$ cat src/rtl/dadda_mul8_pkg.sv
// Shared widths and the Dadda reduction schedule for the 8x8 multiplier.
// The schedule functions give the number of full/half adders per column for
// each stage, from which column heights and bit positions are derived.
package dadda_mul8_pkg;

    localparam int OPND_W = 8;
    localparam int PROD_W = 16;
    localparam int NCOLS  = 15;

    // Full adders placed in column c during stage s (heights 8->6->4->3->2).
    function automatic int fa_cnt(input int s, input int c);
        case (s)
            1:       return (c >= 7 && c <= 9) ? 1 : 0;
            2:       return (c == 5 || c == 11) ? 1 : ((c >= 6 && c <= 10) ? 2 : 0);
            3:       return (c >= 4 && c <= 12) ? 1 : 0;
            4:       return (c >= 3 && c <= 13) ? 1 : 0;
            default: return 0;
        endcase
    endfunction

    // Half adders placed in column c during stage s.
    function automatic int ha_cnt(input int s, input int c);
        case (s)
            1:       return (c >= 6 && c <= 8) ? 1 : 0;
            2:       return (c == 4 || c == 5) ? 1 : 0;
            3:       return (c == 3) ? 1 : 0;
            4:       return (c == 2) ? 1 : 0;
            default: return 0;
        endcase
    endfunction

    // Height of column c after stage s (stage 0 is the raw partial products).
    function automatic int hgt(input int s, input int c);
        int h;
        h = 0;
        if (c >= 0 && c < NCOLS) begin
            h = (c <= 7) ? c + 1 : 15 - c;
            for (int t = 1; t <= s; t++)
                h = h - 2 * fa_cnt(t, c) - ha_cnt(t, c) + fa_cnt(t, c - 1) + ha_cnt(t, c - 1);
        end
        return h;
    endfunction

    // Bits of column c that pass through stage s untouched.
    function automatic int pass_cnt(input int s, input int c);
        return hgt(s - 1, c) - 3 * fa_cnt(s, c) - 2 * ha_cnt(s, c);
    endfunction

    // Offset of column c inside the flat bit vector holding stage s.
    function automatic int off(input int s, input int c);
        int o;
        o = 0;
        for (int k = 0; k < c; k++)
            o = o + hgt(s, k);
        return o;
    endfunction

    // Flat index where carries arriving into column c of stage s begin.
    // Column layout: FA sums, HA sums, pass-through bits, incoming carries.
    function automatic int cin_idx(input int s, input int c);
        return off(s, c) + fa_cnt(s, c) + ha_cnt(s, c) + pass_cnt(s, c);
    endfunction

endpackage

$ cat src/rtl/dadda_mul8_cells.sv
// Single-bit adder cells used by the reduction tree and the final adder.

module half_adder (
    input  logic a,
    input  logic b,
    output logic sum,
    output logic cout
);
    assign sum  = a ^ b;
    assign cout = a & b;
endmodule

module full_adder (
    input  logic a,
    input  logic b,
    input  logic cin,
    output logic sum,
    output logic cout
);
    assign sum  = a ^ b ^ cin;
    assign cout = (a & b) | (cin & (a ^ b));
endmodule

$ cat src/rtl/dadda_mul8.sv
// 8x8 unsigned Dadda multiplier: partial products, four 3:2/2:2 reduction
// stages, a ripple carry-propagate adder and a single output register.
// Each stage is a flat vector ordered column by column; the schedule in the
// package fixes where every sum, carry and pass-through bit lands.
module dadda_mul8
    import dadda_mul8_pkg::*;
(
    input  logic              clk,
    input  logic              rst_n,
    input  logic [OPND_W-1:0] a,
    input  logic [OPND_W-1:0] b,
    output logic [PROD_W-1:0] op
);

    logic [off(0, NCOLS)-1:0] w_s0;
    logic [off(1, NCOLS)-1:0] w_s1;
    logic [off(2, NCOLS)-1:0] w_s2;
    logic [off(3, NCOLS)-1:0] w_s3;
    logic [off(4, NCOLS)-1:0] w_s4;
    logic [PROD_W-1:0]        w_prod;
    logic [PROD_W-1:0]        r_op;

    // Partial products: bit a[j]&b[i] lands in column i+j, ordered by i.
    for (genvar i = 0; i < OPND_W; i++) begin : g_ppi
        for (genvar j = 0; j < OPND_W; j++) begin : g_ppj
            assign w_s0[off(0, i + j) + i - ((i + j > 7) ? i + j - 7 : 0)] = a[j] & b[i];
        end
    end

    // Stage 1: heights 8 -> 6.
    for (genvar c = 0; c < NCOLS; c++) begin : g_s1
        for (genvar i = 0; i < fa_cnt(1, c); i++) begin : g_fa
            full_adder u_fa (
                .a   (w_s0[off(0, c) + 3 * i]),
                .b   (w_s0[off(0, c) + 3 * i + 1]),
                .cin (w_s0[off(0, c) + 3 * i + 2]),
                .sum (w_s1[off(1, c) + i]),
                .cout(w_s1[cin_idx(1, c + 1) + i])
            );
        end
        for (genvar j = 0; j < ha_cnt(1, c); j++) begin : g_ha
            half_adder u_ha (
                .a   (w_s0[off(0, c) + 3 * fa_cnt(1, c) + 2 * j]),
                .b   (w_s0[off(0, c) + 3 * fa_cnt(1, c) + 2 * j + 1]),
                .sum (w_s1[off(1, c) + fa_cnt(1, c) + j]),
                .cout(w_s1[cin_idx(1, c + 1) + fa_cnt(1, c) + j])
            );
        end
        for (genvar p = 0; p < pass_cnt(1, c); p++) begin : g_pass
            assign w_s1[off(1, c) + fa_cnt(1, c) + ha_cnt(1, c) + p] =
                   w_s0[off(0, c) + 3 * fa_cnt(1, c) + 2 * ha_cnt(1, c) + p];
        end
    end

    // Stage 2: heights 6 -> 4.
    for (genvar c = 0; c < NCOLS; c++) begin : g_s2
        for (genvar i = 0; i < fa_cnt(2, c); i++) begin : g_fa
            full_adder u_fa (
                .a   (w_s1[off(1, c) + 3 * i]),
                .b   (w_s1[off(1, c) + 3 * i + 1]),
                .cin (w_s1[off(1, c) + 3 * i + 2]),
                .sum (w_s2[off(2, c) + i]),
                .cout(w_s2[cin_idx(2, c + 1) + i])
            );
        end
        for (genvar j = 0; j < ha_cnt(2, c); j++) begin : g_ha
            half_adder u_ha (
                .a   (w_s1[off(1, c) + 3 * fa_cnt(2, c) + 2 * j]),
                .b   (w_s1[off(1, c) + 3 * fa_cnt(2, c) + 2 * j + 1]),
                .sum (w_s2[off(2, c) + fa_cnt(2, c) + j]),
                .cout(w_s2[cin_idx(2, c + 1) + fa_cnt(2, c) + j])
            );
        end
        for (genvar p = 0; p < pass_cnt(2, c); p++) begin : g_pass
            assign w_s2[off(2, c) + fa_cnt(2, c) + ha_cnt(2, c) + p] =
                   w_s1[off(1, c) + 3 * fa_cnt(2, c) + 2 * ha_cnt(2, c) + p];
        end
    end

    // Stage 3: heights 4 -> 3.
    for (genvar c = 0; c < NCOLS; c++) begin : g_s3
        for (genvar i = 0; i < fa_cnt(3, c); i++) begin : g_fa
            full_adder u_fa (
                .a   (w_s2[off(2, c) + 3 * i]),
                .b   (w_s2[off(2, c) + 3 * i + 1]),
                .cin (w_s2[off(2, c) + 3 * i + 2]),
                .sum (w_s3[off(3, c) + i]),
                .cout(w_s3[cin_idx(3, c + 1) + i])
            );
        end
        for (genvar j = 0; j < ha_cnt(3, c); j++) begin : g_ha
            half_adder u_ha (
                .a   (w_s2[off(2, c) + 3 * fa_cnt(3, c) + 2 * j]),
                .b   (w_s2[off(2, c) + 3 * fa_cnt(3, c) + 2 * j + 1]),
                .sum (w_s3[off(3, c) + fa_cnt(3, c) + j]),
                .cout(w_s3[cin_idx(3, c + 1) + fa_cnt(3, c) + j])
            );
        end
        for (genvar p = 0; p < pass_cnt(3, c); p++) begin : g_pass
            assign w_s3[off(3, c) + fa_cnt(3, c) + ha_cnt(3, c) + p] =
                   w_s2[off(2, c) + 3 * fa_cnt(3, c) + 2 * ha_cnt(3, c) + p];
        end
    end

    // Stage 4: heights 3 -> 2.
    for (genvar c = 0; c < NCOLS; c++) begin : g_s4
        for (genvar i = 0; i < fa_cnt(4, c); i++) begin : g_fa
            full_adder u_fa (
                .a   (w_s3[off(3, c) + 3 * i]),
                .b   (w_s3[off(3, c) + 3 * i + 1]),
                .cin (w_s3[off(3, c) + 3 * i + 2]),
                .sum (w_s4[off(4, c) + i]),
                .cout(w_s4[cin_idx(4, c + 1) + i])
            );
        end
        for (genvar j = 0; j < ha_cnt(4, c); j++) begin : g_ha
            half_adder u_ha (
                .a   (w_s3[off(3, c) + 3 * fa_cnt(4, c) + 2 * j]),
                .b   (w_s3[off(3, c) + 3 * fa_cnt(4, c) + 2 * j + 1]),
                .sum (w_s4[off(4, c) + fa_cnt(4, c) + j]),
                .cout(w_s4[cin_idx(4, c + 1) + fa_cnt(4, c) + j])
            );
        end
        for (genvar p = 0; p < pass_cnt(4, c); p++) begin : g_pass
            assign w_s4[off(4, c) + fa_cnt(4, c) + ha_cnt(4, c) + p] =
                   w_s3[off(3, c) + 3 * fa_cnt(4, c) + 2 * ha_cnt(4, c) + p];
        end
    end

    // Final ripple adder over the two remaining rows. Column 0 holds a single
    // bit, so the chain starts at column 1 with a half adder. Each column
    // keeps its own carry wire so the chain is not one self-feeding vector.
    assign w_prod[0] = w_s4[0];
    for (genvar c = 1; c < NCOLS; c++) begin : g_cpa
        logic w_co;
        if (c == 1) begin : g_ha
            half_adder u_ha (
                .a   (w_s4[off(4, c)]),
                .b   (w_s4[off(4, c) + 1]),
                .sum (w_prod[c]),
                .cout(w_co)
            );
        end else begin : g_fa
            full_adder u_fa (
                .a   (w_s4[off(4, c)]),
                .b   (w_s4[off(4, c) + 1]),
                .cin (g_cpa[c - 1].w_co),
                .sum (w_prod[c]),
                .cout(w_co)
            );
        end
    end
    assign w_prod[PROD_W-1] = g_cpa[NCOLS-1].w_co;

    // Output register: cleared synchronously, otherwise captures the product.
    always_ff @(posedge clk) begin
        if (!rst_n)
            r_op <= '0;
        else
            r_op <= w_prod;
    end

    assign op = r_op;

endmodule

$ cat config.mk
export PLATFORM = sky130hd
export DESIGN_NAME = dadda_mul8
export DESIGN_NICKNAME = d
export VERILOG_FILES = /design/src/rtl/dadda_mul8_pkg.sv /design/src/rtl/dadda_mul8_cells.sv /design/src/rtl/dadda_mul8.sv
export SDC_FILE = /design/constraint.sdc
export NUM_CORES = 1
export LEC_CHECK = 0
export CAP_MARGIN = 20
export CORE_UTILIZATION = 45
export CTS_BUF_LIST = sky130_fd_sc_hd__clkbuf_8
export DETAILED_ROUTE_END_ITERATION = 7
export PLACE_DENSITY = 0.76
export SETUP_SLACK_MARGIN = 0.1
export SLEW_MARGIN = 25
export SYNTH_ARGS = -nofsm -noshare
export SYNTH_HDL_FRONTEND = slang
export SYNTH_SLANG_ARGS = --single-unit
$ cat constraint.sdc
create_clock -name clk -period 10.2 [get_ports clk]
set_input_delay 3.06 -clock clk [delete_from_list [all_inputs] [get_ports clk]]
set_output_delay 3.06 -clock clk [all_outputs]
set_load 0.005 [all_outputs]
==> flow_summary_export.csv <==
group,metric,value,unit
global_routing,grt_pass1_wl,6410,µm
place,gp_congestion,0.850,
run,drv_cap,0,
layout,multi_input_comb_area,1480,µm²
layout,num-nets-final,311,
worst_setup_path,critical_path_class,"primary input to register",
floorplan,rows,23,
clocking,cts_resized,0,
worst_setup_path,crit_path_end,"op[14]",
clocking,ctsLongestPathBuffers,2,
worst_setup_path,critPathCaptureType,"register",
worst_setup_path,worst_ep_arrival_time,9.08,ns
synth,synth-seq-cells,16,
floorplan,die_area,4690,µm²
layout,syn_to_final_growth,22.1,%
global_routing,grt-ovfl-total,0,
timing,max_freq,112,MHz
floorplan,start_util,48.3,%
layout,final-seq-area,320,µm²
synth,yosys.area.top_type,"fa_1",
place,pre_cts_ws,0.946,ns
place,hpwl,3050,µm
layout,n_antenna_cell,0,
timing,finalHoldViolations,0,
global_routing,grt_pass1_vias,1487,
global_routing,grt_max_degree,17,
timing,rsz0062_at_grt,"false",
worst_setup_path,slowest_stage,"clkdlybuf4s50_1",
clocking,cts_tree,"done",
worst_setup_path,worst_ep_required_time,10.34,ns
floorplan,io_pins,34,
synth,ys_warn_count,0,
route,dr.pass1.iters,4,
power,powerDensity,144,nW/µm²
synth,netlist.area_leader.share,48.3,%
route,wl,3550,µm
worst_setup_path,max_stage_delay,0.55,ns
synth,synth_cell_types,10,
place,postPlaceCellArea,2370,µm²
clocking,cts_buffers,3,
clocking,cts_max_level,1,
worst_setup_path,cpMostUsedCell,"fa_1",
route,drt-wirelength-per-cell,12.4,µm
layout,final_cell_mix,"inv_1, fa_1, and2_1, clkdlybuf4s50_1, nand2_1",
outcome,outcome,"completed",
worst_setup_path,start_kind,"primary input",
floorplan,die_y,68.5,µm
synth,yosys-top-cells-area,"fa_1, dfxtp_1, and2_1",
layout,fill_cells,373,
timing,worst_pin_slew,0.403,ns
global_routing,track_usage,19.3,%
synth,syn-num-nets,274,
synth,syn_area,1990,µm²
clocking,cts_setup_buffers,0,
route,via_count,1371,
timing,finalWorstSetupSlack,1.27,ns
timing,fin_crit,8.93,ns
route,via_per_inst,4.79,
min_path,worstHoldPathType,"primary input to register",
worst_setup_path,crit_chain,"clkdlybuf4s50_1 > and2_1 > ha_1 > fa_1 > fa_1 > inv_1 > fa_1 > fa_1 > fa_1 > fa_1 > fa_1 > fa_1 > inv_1 > fa_1 > fa_1 > fa_1 > fa_1 > fa_1 > and2_1",
layout,final_layout_size_suffix_gt1_share,1.69,%
worst_setup_path,setup.worst_path.start,"a[4]",
timing,tns,0,ns
worst_setup_path,cp_max_fo,8,
power,p_leak,1.13,nW
floorplan,die_x,68.5,µm
clocking,cts.sinks,16,
clocking,cts.reportedPaths.clkPinSlew,0.06,ns
power,ir_drop,0.0873,mV
synth,avgSynthCellArea,9.95,µm²
place,port_buffers,33,
route,drt_iter0_drc,41,
route,drc_errors,0,
timing,drv_slew,0,
timing,max_slew_margin,73.0,%
synth,syn_inst,200,
global_routing,antenna_found_initial,0,
layout,design_area,2430,µm²
clocking,cts_hold_buf,0,
timing,fin_crit_sh,87.6,%
floorplan,core,4120,µm²
layout,largest_reg_flops,16,
clocking,clockRootBuffer,"clkbuf_8",
route,drtAntennaViolNets,0,
synth,ys_seq_area_share,16.1,%
timing,setup_viol,0,
[power breakdown]
part / leakage [nW] / switching, W / internal [W]
Combinational: 0.973 / 0.0000980 / 0.000111
Clock: 0.0288 / 0.0000212 / 0.0000342
Sequential: 0.133 / 0.00000412 / 0.0000822
[how the worst min path moves through the flow]
stage / start / to / slack (ns) / cells after the start
2_1_floorplan: rst_n / op[2] / 3.19 / 1
6_report: a[0] / op[0] / 3.62 / 2
5_1_grt: a[0] / op[0] / 3.63 / 2
3_5_place_dp: op[0] / op[0] / 3.76 / 1
3_3_place_gp: op[0] / op[0] / 3.76 / 1
4_1_cts: a[0] / op[0] / 3.61 / 2
[synthesized netlist by cell type, drive strengths merged]
cell type  number
fa             48
inv            48
and2           39
nand2          31
dfxtp          16
ha              8
nor2b           5
and2b           3
and3            1
buf             1
[cells by family after synthesis]
kind of cell	Yosys count	share of synthesized area, %
AND/OR/NAND/NOR	79	21.1
flip-flops	16	16.1
buffers and inverters	49	9.43
adder cells (fa/ha/maj)	56	53.3
[layer usage]
metal | vias up | track usage [%] | wire length [µm]
li1 | 632 | - | -
met1 | 690 | 22.6 | 1440
met2 | 42 | 35.2 | 1880
met3 | 7 | 4.28 | 182
met4 | 0 | 5.47 | 50
met5 | - | 0 | 0
[critical path, delay by kind of cell]
family | cells | cell delay (ns)
buffers and inverters | 3 | 0.69
AND/OR/NAND/NOR | 2 | 0.39
adder cells (fa/ha/maj) | 14 | 4.92
[cell type report]
| type | count | area share, % |
|---|---|---|
| Multi-Input combinational cell | 135 | 61.0 |
| Timing Repair Buffer | 33 | 13.6 |
| Sequential cell | 16 | 13.2 |
| Inverter | 48 | 7.42 |
| Tap cell | 50 | 2.57 |
| Clock buffer | 4 | 2.27 |
[stage by stage]
step	hold WS, ns	total power (W)	util, %	std cells
2_1_floorplan	3.19	0.000223	-	200
3_3_place_gp	3.76	0.000296	57.7	282
3_5_place_dp	3.76	0.000302	57.7	282
4_1_cts	3.61	0.000360	59.0	286
5_1_grt	3.63	0.000402	59.0	286
6_report	3.62	0.000350	59.0	286
Note: power is estimated with default switching activity, not from simulation.
